**config.mk**
```make
export PLATFORM = sky130hd
export DESIGN_NAME = uart_rx_ctrl
export DESIGN_NICKNAME = d
export VERILOG_FILES = /design/src/rtl/uart_rx_ctrl.sv
export SDC_FILE = /design/constraint.sdc
export NUM_CORES = 1
export LEC_CHECK = 0
export CAP_MARGIN = 10
export CELL_PAD_IN_SITES_DETAIL_PLACEMENT = 2
export CELL_PAD_IN_SITES_GLOBAL_PLACEMENT = 2
export CORE_AREA = 2 2 115 117
export CTS_CLUSTER_SIZE = 16
export DETAILED_ROUTE_END_ITERATION = 10
export DIE_AREA = 0 0 117 119
export PLACE_DENSITY_LB_ADDON = 0.1
export SYNTH_ARGS = -nofsm -noshare
export SYNTH_HDL_FRONTEND = slang
export SYNTH_SLANG_ARGS = --single-unit
```
**constraint.sdc**
```tcl
create_clock -name clk -period 4.55 [get_ports clk]
set_input_delay 0.91 -clock clk [delete_from_list [all_inputs] [get_ports clk]]
set_output_delay 0.91 -clock clk [all_outputs]
set_load 0.05 [all_outputs]
```
**src/rtl/uart_rx_ctrl.sv**
```systemverilog
// uart_rx_ctrl: 8N1 UART receiver with a small memory-mapped register block.
// Registers: 0x0 RXDATA (RO), 0x4 STATUS, 0x8 CTRL (baud divider), 0xC reserved.
module uart_rx_ctrl #(
    parameter int unsigned BAUD_DIV_DEFAULT = 868
) (
    input  logic        clk,
    input  logic        rst_n,
    input  logic        req_valid,
    input  logic        req_write,
    input  logic [31:0] req_addr,
    input  logic [31:0] req_wdata,
    input  logic [3:0]  req_wstrb,
    output logic [31:0] rdata,
    input  logic        uart_rx,
    output logic        irq_rx
);

    typedef enum logic [1:0] {
        S_IDLE,
        S_START,
        S_DATA,
        S_STOP
    } state_t;

    localparam logic [15:0] DIV_RESET = 16'(BAUD_DIV_DEFAULT);

    // Receiver state
    state_t      r_state;
    state_t      w_state_nxt;
    logic [15:0] r_div_lat;
    logic [15:0] r_cnt;
    logic [2:0]  r_bit_idx;
    logic [7:0]  r_shift;

    // Line synchronizer and edge detector
    logic        r_rx_meta;
    logic        r_rx_s;
    logic        r_rx_prev;
    logic [1:0]  r_sync_fill;

    // Architectural registers
    logic [7:0]  r_rxdata;
    logic        r_rx_valid;
    logic        r_overrun;
    logic        r_frame_err;
    logic [15:0] r_baud_div;

    // FSM control strobes
    logic        w_load_half;
    logic        w_load_full;
    logic        w_clr_idx;
    logic        w_data_smp;
    logic        w_complete;

    logic        w_fall;
    logic        w_cnt_zero;
    logic        w_rx_busy;
    logic [15:0] w_div_eff;
    logic [15:0] w_half;
    logic        w_rd_rxdata;
    logic        w_wr_status;
    logic        w_wr_ctrl;

    // Bits of the bus that carry no meaning for this block.
    logic        w_unused_bits;
    assign w_unused_bits = ^{req_addr[31:4], req_wdata[31:16], req_wstrb};

    assign w_rd_rxdata = req_valid && !req_write && (req_addr[3:0] == 4'h0);
    assign w_wr_status = req_valid &&  req_write && (req_addr[3:0] == 4'h4);
    assign w_wr_ctrl   = req_valid &&  req_write && (req_addr[3:0] == 4'h8);

    // Dividers below 2 would leave no room for a half-bit wait.
    assign w_div_eff  = (r_baud_div < 16'd2) ? 16'd2 : r_baud_div;
    assign w_half     = w_div_eff >> 1;
    assign w_cnt_zero = (r_cnt == 16'd0);
    assign w_rx_busy  = (r_state != S_IDLE);

    // r_rx_prev only holds a real line sample once the synchronizer has
    // filled after reset, so a line held low at release never looks like a start.
    assign w_fall = r_rx_prev && !r_rx_s;

    // Synchronize the asynchronous serial line and track its previous value.
    always_ff @(posedge clk or negedge rst_n) begin
        if (!rst_n) begin
            r_rx_meta   <= 1'b1;
            r_rx_s      <= 1'b1;
            r_rx_prev   <= 1'b0;
            r_sync_fill <= 2'b00;
        end else begin
            // NOTE: sequential state uses non-blocking assignments so every flop
            // samples the pre-edge values regardless of statement order.
            r_rx_meta   <= uart_rx;
            r_rx_s      <= r_rx_meta;
            r_rx_prev   <= r_sync_fill[1] ? r_rx_s : 1'b0;
            r_sync_fill <= {r_sync_fill[0], 1'b1};
        end
    end

    // FSM state register.
    always_ff @(posedge clk or negedge rst_n) begin
        if (!rst_n) begin
            r_state <= S_IDLE;
        end else begin
            r_state <= w_state_nxt;
        end
    end

    // FSM next-state and datapath control strobes.
    always_comb begin
        // NOTE: every output of this block gets a default first; a path that
        // leaves one unassigned would infer a latch.
        w_state_nxt = r_state;
        w_load_half = 1'b0;
        w_load_full = 1'b0;
        w_clr_idx   = 1'b0;
        w_data_smp  = 1'b0;
        w_complete  = 1'b0;
        unique case (r_state)
            S_IDLE: begin
                if (w_fall) begin
                    w_load_half = 1'b1;
                    w_state_nxt = S_START;
                end
            end
            S_START: begin
                if (w_cnt_zero) begin
                    if (r_rx_s) begin
                        w_state_nxt = S_IDLE;
                    end else begin
                        w_load_full = 1'b1;
                        w_clr_idx   = 1'b1;
                        w_state_nxt = S_DATA;
                    end
                end
            end
            S_DATA: begin
                if (w_cnt_zero) begin
                    w_data_smp  = 1'b1;
                    w_load_full = 1'b1;
                    if (r_bit_idx == 3'd7) begin
                        w_state_nxt = S_STOP;
                    end
                end
            end
            S_STOP: begin
                if (w_cnt_zero) begin
                    w_complete  = 1'b1;
                    w_state_nxt = S_IDLE;
                end
            end
            default: w_state_nxt = S_IDLE;
        endcase
    end

    // Bit-timing counter, latched divider, bit index and shift register.
    always_ff @(posedge clk or negedge rst_n) begin
        if (!rst_n) begin
            r_div_lat <= 16'd0;
            r_cnt     <= 16'd0;
            r_bit_idx <= 3'd0;
            r_shift   <= 8'h00;
        end else begin
            if (w_load_half) begin
                r_div_lat <= w_div_eff;
                r_cnt     <= w_half - 16'd1;
            end else if (w_load_full) begin
                r_cnt     <= r_div_lat - 16'd1;
            end else if (!w_cnt_zero) begin
                r_cnt     <= r_cnt - 16'd1;
            end

            if (w_clr_idx) begin
                r_bit_idx <= 3'd0;
            end else if (w_data_smp) begin
                r_shift[r_bit_idx] <= r_rx_s;
                r_bit_idx          <= r_bit_idx + 3'd1;
            end
        end
    end

    // Byte delivery, rx_valid handshake and sticky error flags.
    always_ff @(posedge clk or negedge rst_n) begin
        if (!rst_n) begin
            r_rxdata    <= 8'h00;
            r_rx_valid  <= 1'b0;
            r_overrun   <= 1'b0;
            r_frame_err <= 1'b0;
        end else begin
            // A read in the completion cycle frees the holding register for the new byte.
            if (w_complete) begin
                if (!r_rx_valid || w_rd_rxdata) begin
                    r_rxdata   <= r_shift;
                    r_rx_valid <= 1'b1;
                end
            end else if (w_rd_rxdata) begin
                r_rx_valid <= 1'b0;
            end

            // Error sets take priority over a simultaneous W1C clear.
            if (w_complete && r_rx_valid && !w_rd_rxdata) begin
                r_overrun <= 1'b1;
            end else if (w_wr_status && req_wdata[1]) begin
                r_overrun <= 1'b0;
            end

            if (w_complete && !r_rx_s) begin
                r_frame_err <= 1'b1;
            end else if (w_wr_status && req_wdata[2]) begin
                r_frame_err <= 1'b0;
            end
        end
    end

    // CTRL register: the divider is only picked up at the next start bit.
    always_ff @(posedge clk or negedge rst_n) begin
        if (!rst_n) begin
            r_baud_div <= DIV_RESET;
        end else if (w_wr_ctrl) begin
            r_baud_div <= req_wdata[15:0];
        end
    end

    // Combinational read mux on the decoded offset.
    always_comb begin
        rdata = 32'h0;
        unique case (req_addr[3:0])
            4'h0:    rdata = {24'h0, r_rxdata};
            4'h4:    rdata = {28'h0, w_rx_busy, r_frame_err, r_overrun, r_rx_valid};
            4'h8:    rdata = {16'h0, r_baud_div};
            default: rdata = 32'h0;
        endcase
    end

    assign irq_rx = r_rx_valid;

endmodule
```
* Word level (Yosys, flattened, before mapping)
Index checks and enable logic that the tools add are counted.
Operators by class: bitwise operators 1, equal/unequal tests 13, add/sub/neg operators 4, reductions and logical operators 29, $lt $le $gt $ge 3, multiplexer cells 34
Operators with widths (count):
- 2-to-1 mux 16 bit | 4
- one-hot mux 16 bit (3 select lines) | 1
- subtractor 16 x 1 -> 16 bit, second input constant | 2
- 2-to-1 mux 1 bit | 17
- logical NOT 16 bit | 1
- less-than comparator 16 x 2 -> 1 bit, second input constant | 1
- subtractor 15 x 1 -> 16 bit, second input constant | 1
- logical AND 1 bit | 12
- 2-to-1 mux 2 bit | 6
- != test 2 bit, second input constant | 5
- nonzero test 2 bit | 5
- bitwise mux 8 bit | 1
- one-hot mux 2 bit (4 select lines) | 1
- 2-to-1 mux 3 bit | 2
- AND reduction 2 bit | 3
- AND reduction 5 bit | 1
- == test 2 bit, second input constant | 2
- == test 4 x 3 -> 1 bit, second input constant | 1
- == test 4 bit, second input constant | 1
- logical NOT 1 bit | 4
- logical NOT 4 bit | 1
- less-than comparator 3 x 4 -> 1 bit, second input constant | 1
- adder 3 x 1 -> 3 bit, second input constant | 1
- demux 1 bit (select 3 bit) | 1
- 9 further kinds | 9
Storage, ports and cells: logic and storage cells 98, output and inout bits 33, register bits 77

* Depth between registers and ports, before layout
depth in word-level cells 6, depth in mapped cells 15

* Worst setup path after synthesis
Ideal clock, no wire load.
kind input to output, start input req_addr[1], end output rdata[4], stages on the path 3, arrival 2393 ps, setup slack 1247 ps, cells stage by stage nor4b_1 -> clkbuf_1 -> a22o_1
On the way: longest elaborated chain between the ends 2, elaborated cells between the ends (all ways) 4, classes of those cells eq/ne (2); mux (1); reduce/logical (1)
RTL lines:
- from (decl) | line 10 | input logic [31:0] req_addr,
- == test 4 bit, or another cell as far along | line 226 | unique case (req_addr[3:0])
- one-hot mux 16 bit (3 select lines) (*) | line 226
- to (decl) | line 13 | output logic [31:0] rdata,
Every way passes the cells marked *; elsewhere a longest branch is shown, timed or not.

* Worst setup path after layout
start input req_addr[1], end output rdata[0]
Same word-level chain as after synthesis.

==> flow_summary.ini <==
[outcome]
status = finished clean

[setup_path]
path_max_fanout = 17
r2r_setup_slack_ns = 1.16
rr_endpoint = r_cnt[15]$_DFFE_PN0P_
worstSetupStartpointType = primary input
crit_start = req_addr[1]
path_class = primary input to primary output
critical_path_arrival_ns = 2.94
endpoint = rdata[0]
reg2regPathDepth = 9
r2r-start = r_state[0]$_DFFE_PN0P_
worstSetupEndpointType = primary output
cp.required_ns = 3.64

[timing]
skew_ns = 0.00438
hold_violations = 0
fin_crit_sh_pct = 84.5
fin_ws_ns = 0.703
finalSetupViolCount = 0
rsz0062_at_grt = no
period_minus_slack_ns = 3.85
maxSlewViolCount = 0
worst_pin_slew_ns = 1.01
timing.fmax_mhz = 260
slew_headroom_pct = 32.6
finalSetupTns_ns = 0

[clock_network]
clkSinkCount = 77
clk_path_buf_depth = 2
root_buffer = clkbuf_16
htree_levels = 3
cts_setup_buffers = 0
cts_tree = built
cts_buffers = 9
cts_resized = 0
cts_hold_buf = 0
clock_latency_ns = 0.35
clk_pin_slew_ns = 0.06

[logic_synthesis]
syn_inst = 387
synth_area_leaders = dfrtp_1 (44%), mux2_2 (9.6%), nand2_1 (5.3%)
ys_seq_area_share_pct = 48.4
synth.distinct_cells = 58
synth_most_common_cell = dfrtp_1
syn_avg_cell_area_sq_um = 10.3
ys.flop_type = dfrtp_1
netlist.area_leader.share_pct = 43.8
synth_area_sq_mm = 0.00400
synth_common_cells = dfrtp_1 (70), nand2_1 (57), mux2_2 (34)
ys_ff_latch = 77
yosysTopAreaCell = dfrtp_1
async_flop_share_pct = 100
synth-edff-count = 0
yosysWarningCount = 0

[min_path]
hold_path.class = flop to flop

[placed_design]
pre_cts_slack_ns = 0.674
portBuffers = 41
routabilityCongestion = 0.761
hpwl_um = 8540

[routing]
route.detailed.wl_per_inst_um = 19.2
dr.pass1.iters = 4
drc = 0
via_per_inst = 4.95
drtIter0Drc = 104
wl_um = 11700
num_vias = 3027
final_antenna_net_count = 0

[floorplanning]
die_height_um = 119
num_rows = 42
die_w_um = 117
initial_utilization_pct = 31.1
die_area_sq_mm = 0.0139
core_area_sq_mm = 0.0129
io_pins = 106

[final_layout]
synthToLayoutAreaGrowth_pct = 22.2
drive_gt1_share_pct = 18.2
final_util_pct = 38.0
antennaDiodeCount = 0
nets = 511

[grt]
grt_overflow_total = 0
antenna_found_initial = 0
grt_max_degree = 78
grt_pass1_vias = 3292
grt_pass1_wl_um = 19100
grt_use_total_pct = 18.6

[pwr]
ir_drop_mv = 0.203
p_per_area_mw_per_mm2 = 547
p_leak_uw = 0.00221

[run]
maxCapViolCount = 0
-- where the power goes --
part	leakage [uW]	switching [uW]	internal, uW
registers	0.000988	167	879
logic	0.00105	491	312
clock network	0.000172	285	539
total	0.00221	943	1730
-- how the worst min path moves through the flow --
stage                               end  depth (start not counted)  slack, ns                     start
3_5_place_dp   r_sync_fill[1]$_DFF_PN0_                          0       0.34  r_sync_fill[0]$_DFF_PN0_
6_report       r_sync_fill[1]$_DFF_PN0_                          0       0.35  r_sync_fill[0]$_DFF_PN0_
2_1_floorplan  r_sync_fill[1]$_DFF_PN0_                          0       0.33  r_sync_fill[0]$_DFF_PN0_
4_1_cts        r_sync_fill[1]$_DFF_PN0_                          0       0.35  r_sync_fill[0]$_DFF_PN0_
3_3_place_gp   r_sync_fill[1]$_DFF_PN0_                          0       0.33  r_sync_fill[0]$_DFF_PN0_
5_1_grt        r_sync_fill[1]$_DFF_PN0_                          0       0.36  r_sync_fill[0]$_DFF_PN0_
-- flip-flops by register name (all words and copies together), names as in the netlist, named ones only --
register / flops
r_div_lat: 16
r_rxdata: 8
r_rx_meta: 1
r_rx_prev: 1
r_shift: 8
r_state: 1
r_frame_err: 1
r_rx_s: 1
r_cnt: 16
r_sync_fill: 2
r_bit_idx: 3
r_baud_div: 16
r_overrun: 1
irq_rx: 1
-- cell families after synthesis --
| kind of cell | share of synthesized area (%) |
|---|---|
| compound gates | 11.5 |
| buf+inv | 5.66 |
| fa+ha+maj | 2.50 |
| simple gates | 18.4 |
| flops | 48.4 |
| xor+xnor | 1.97 |
| other cells | 0.188 |
| mux | 11.4 |
-- placed cells by master, fill, tap and decap left out, types with 2 or more instances in the layout --
cell type	Yosys	layout
clkbuf_8	0	4
nor2b_1	2	2
inv_1	9	9
o41ai_1	2	2
o41ai_2	2	2
buf_4	17	11
nor3_1	8	8
dfstp_2	7	7
o21a_1	3	3
bufinv_16	0	2
or3_1	3	3
mux2i_1	6	6
a222oi_1	3	3
a311oi_1	2	2
dfrtp_1	70	70
a31oi_1	3	3
and3_1	2	2
mux2_2	34	34
xor2_1	5	5
nand2b_1	3	3
o31ai_1	5	5
ha_1	8	8
and2_1	9	9
a22o_1	6	6
conb_1	2	17
nand3b_1	2	2
nand2_1	57	57
nand3_1	7	7
o21ai_0	16	16
nor4_1	9	9
nor2_1	28	28
and4_1	2	2
a21oi_1	13	13
xnor2_1	4	4
clkdlybuf4s50_1	0	37
nand4_1	2	2
clkbuf_16	0	9
-- layout make-up --
| class | count | area, sq um |
|---|---|---|
| clock inverter | 3 | 65.1 |
| multi-input combinational | 285 | 1900 |
| fill | 1392 | 7990 |
| timing repair buffer | 48 | 453 |
| clock buffer | 13 | 280 |
| sequential | 77 | 1940 |
| tap | 176 | 220 |
| inverter | 9 | 33.8 |
-- worst max-delay path, stage by stage --
cell             delay (ns)
clkdlybuf4s50_1        0.47
nor4b_2                0.29
buf_4                  0.27
a222oi_1               0.13
inv_1                  0.07
clkdlybuf4s50_1        0.80
-- through the flow --
step                      hold slack (ns)  std cells  total power (uW)  instance area (sq um)
after floorplan                     0.331        402              1600                   4060
after global placement              0.334        595              1840                   4540
after detailed placement            0.338        595              1880                   4540
after CTS                           0.351        611              2720                   4890
after global routing                0.355        611              2870                   4890
final                               0.348        611              2670                   4890
-- routing by layer --
metal / vias up / GRT usage [%] / wire, um
met2: 30 / 29.7 / 5860
met5: - / 0 / 0
met1: 1565 / 24.3 / 5330
met3: 16 / 3.21 / 250
li1: 1416 / - / -
met4: 0 / 8.46 / 274
(Power assumes the default switching activity.)
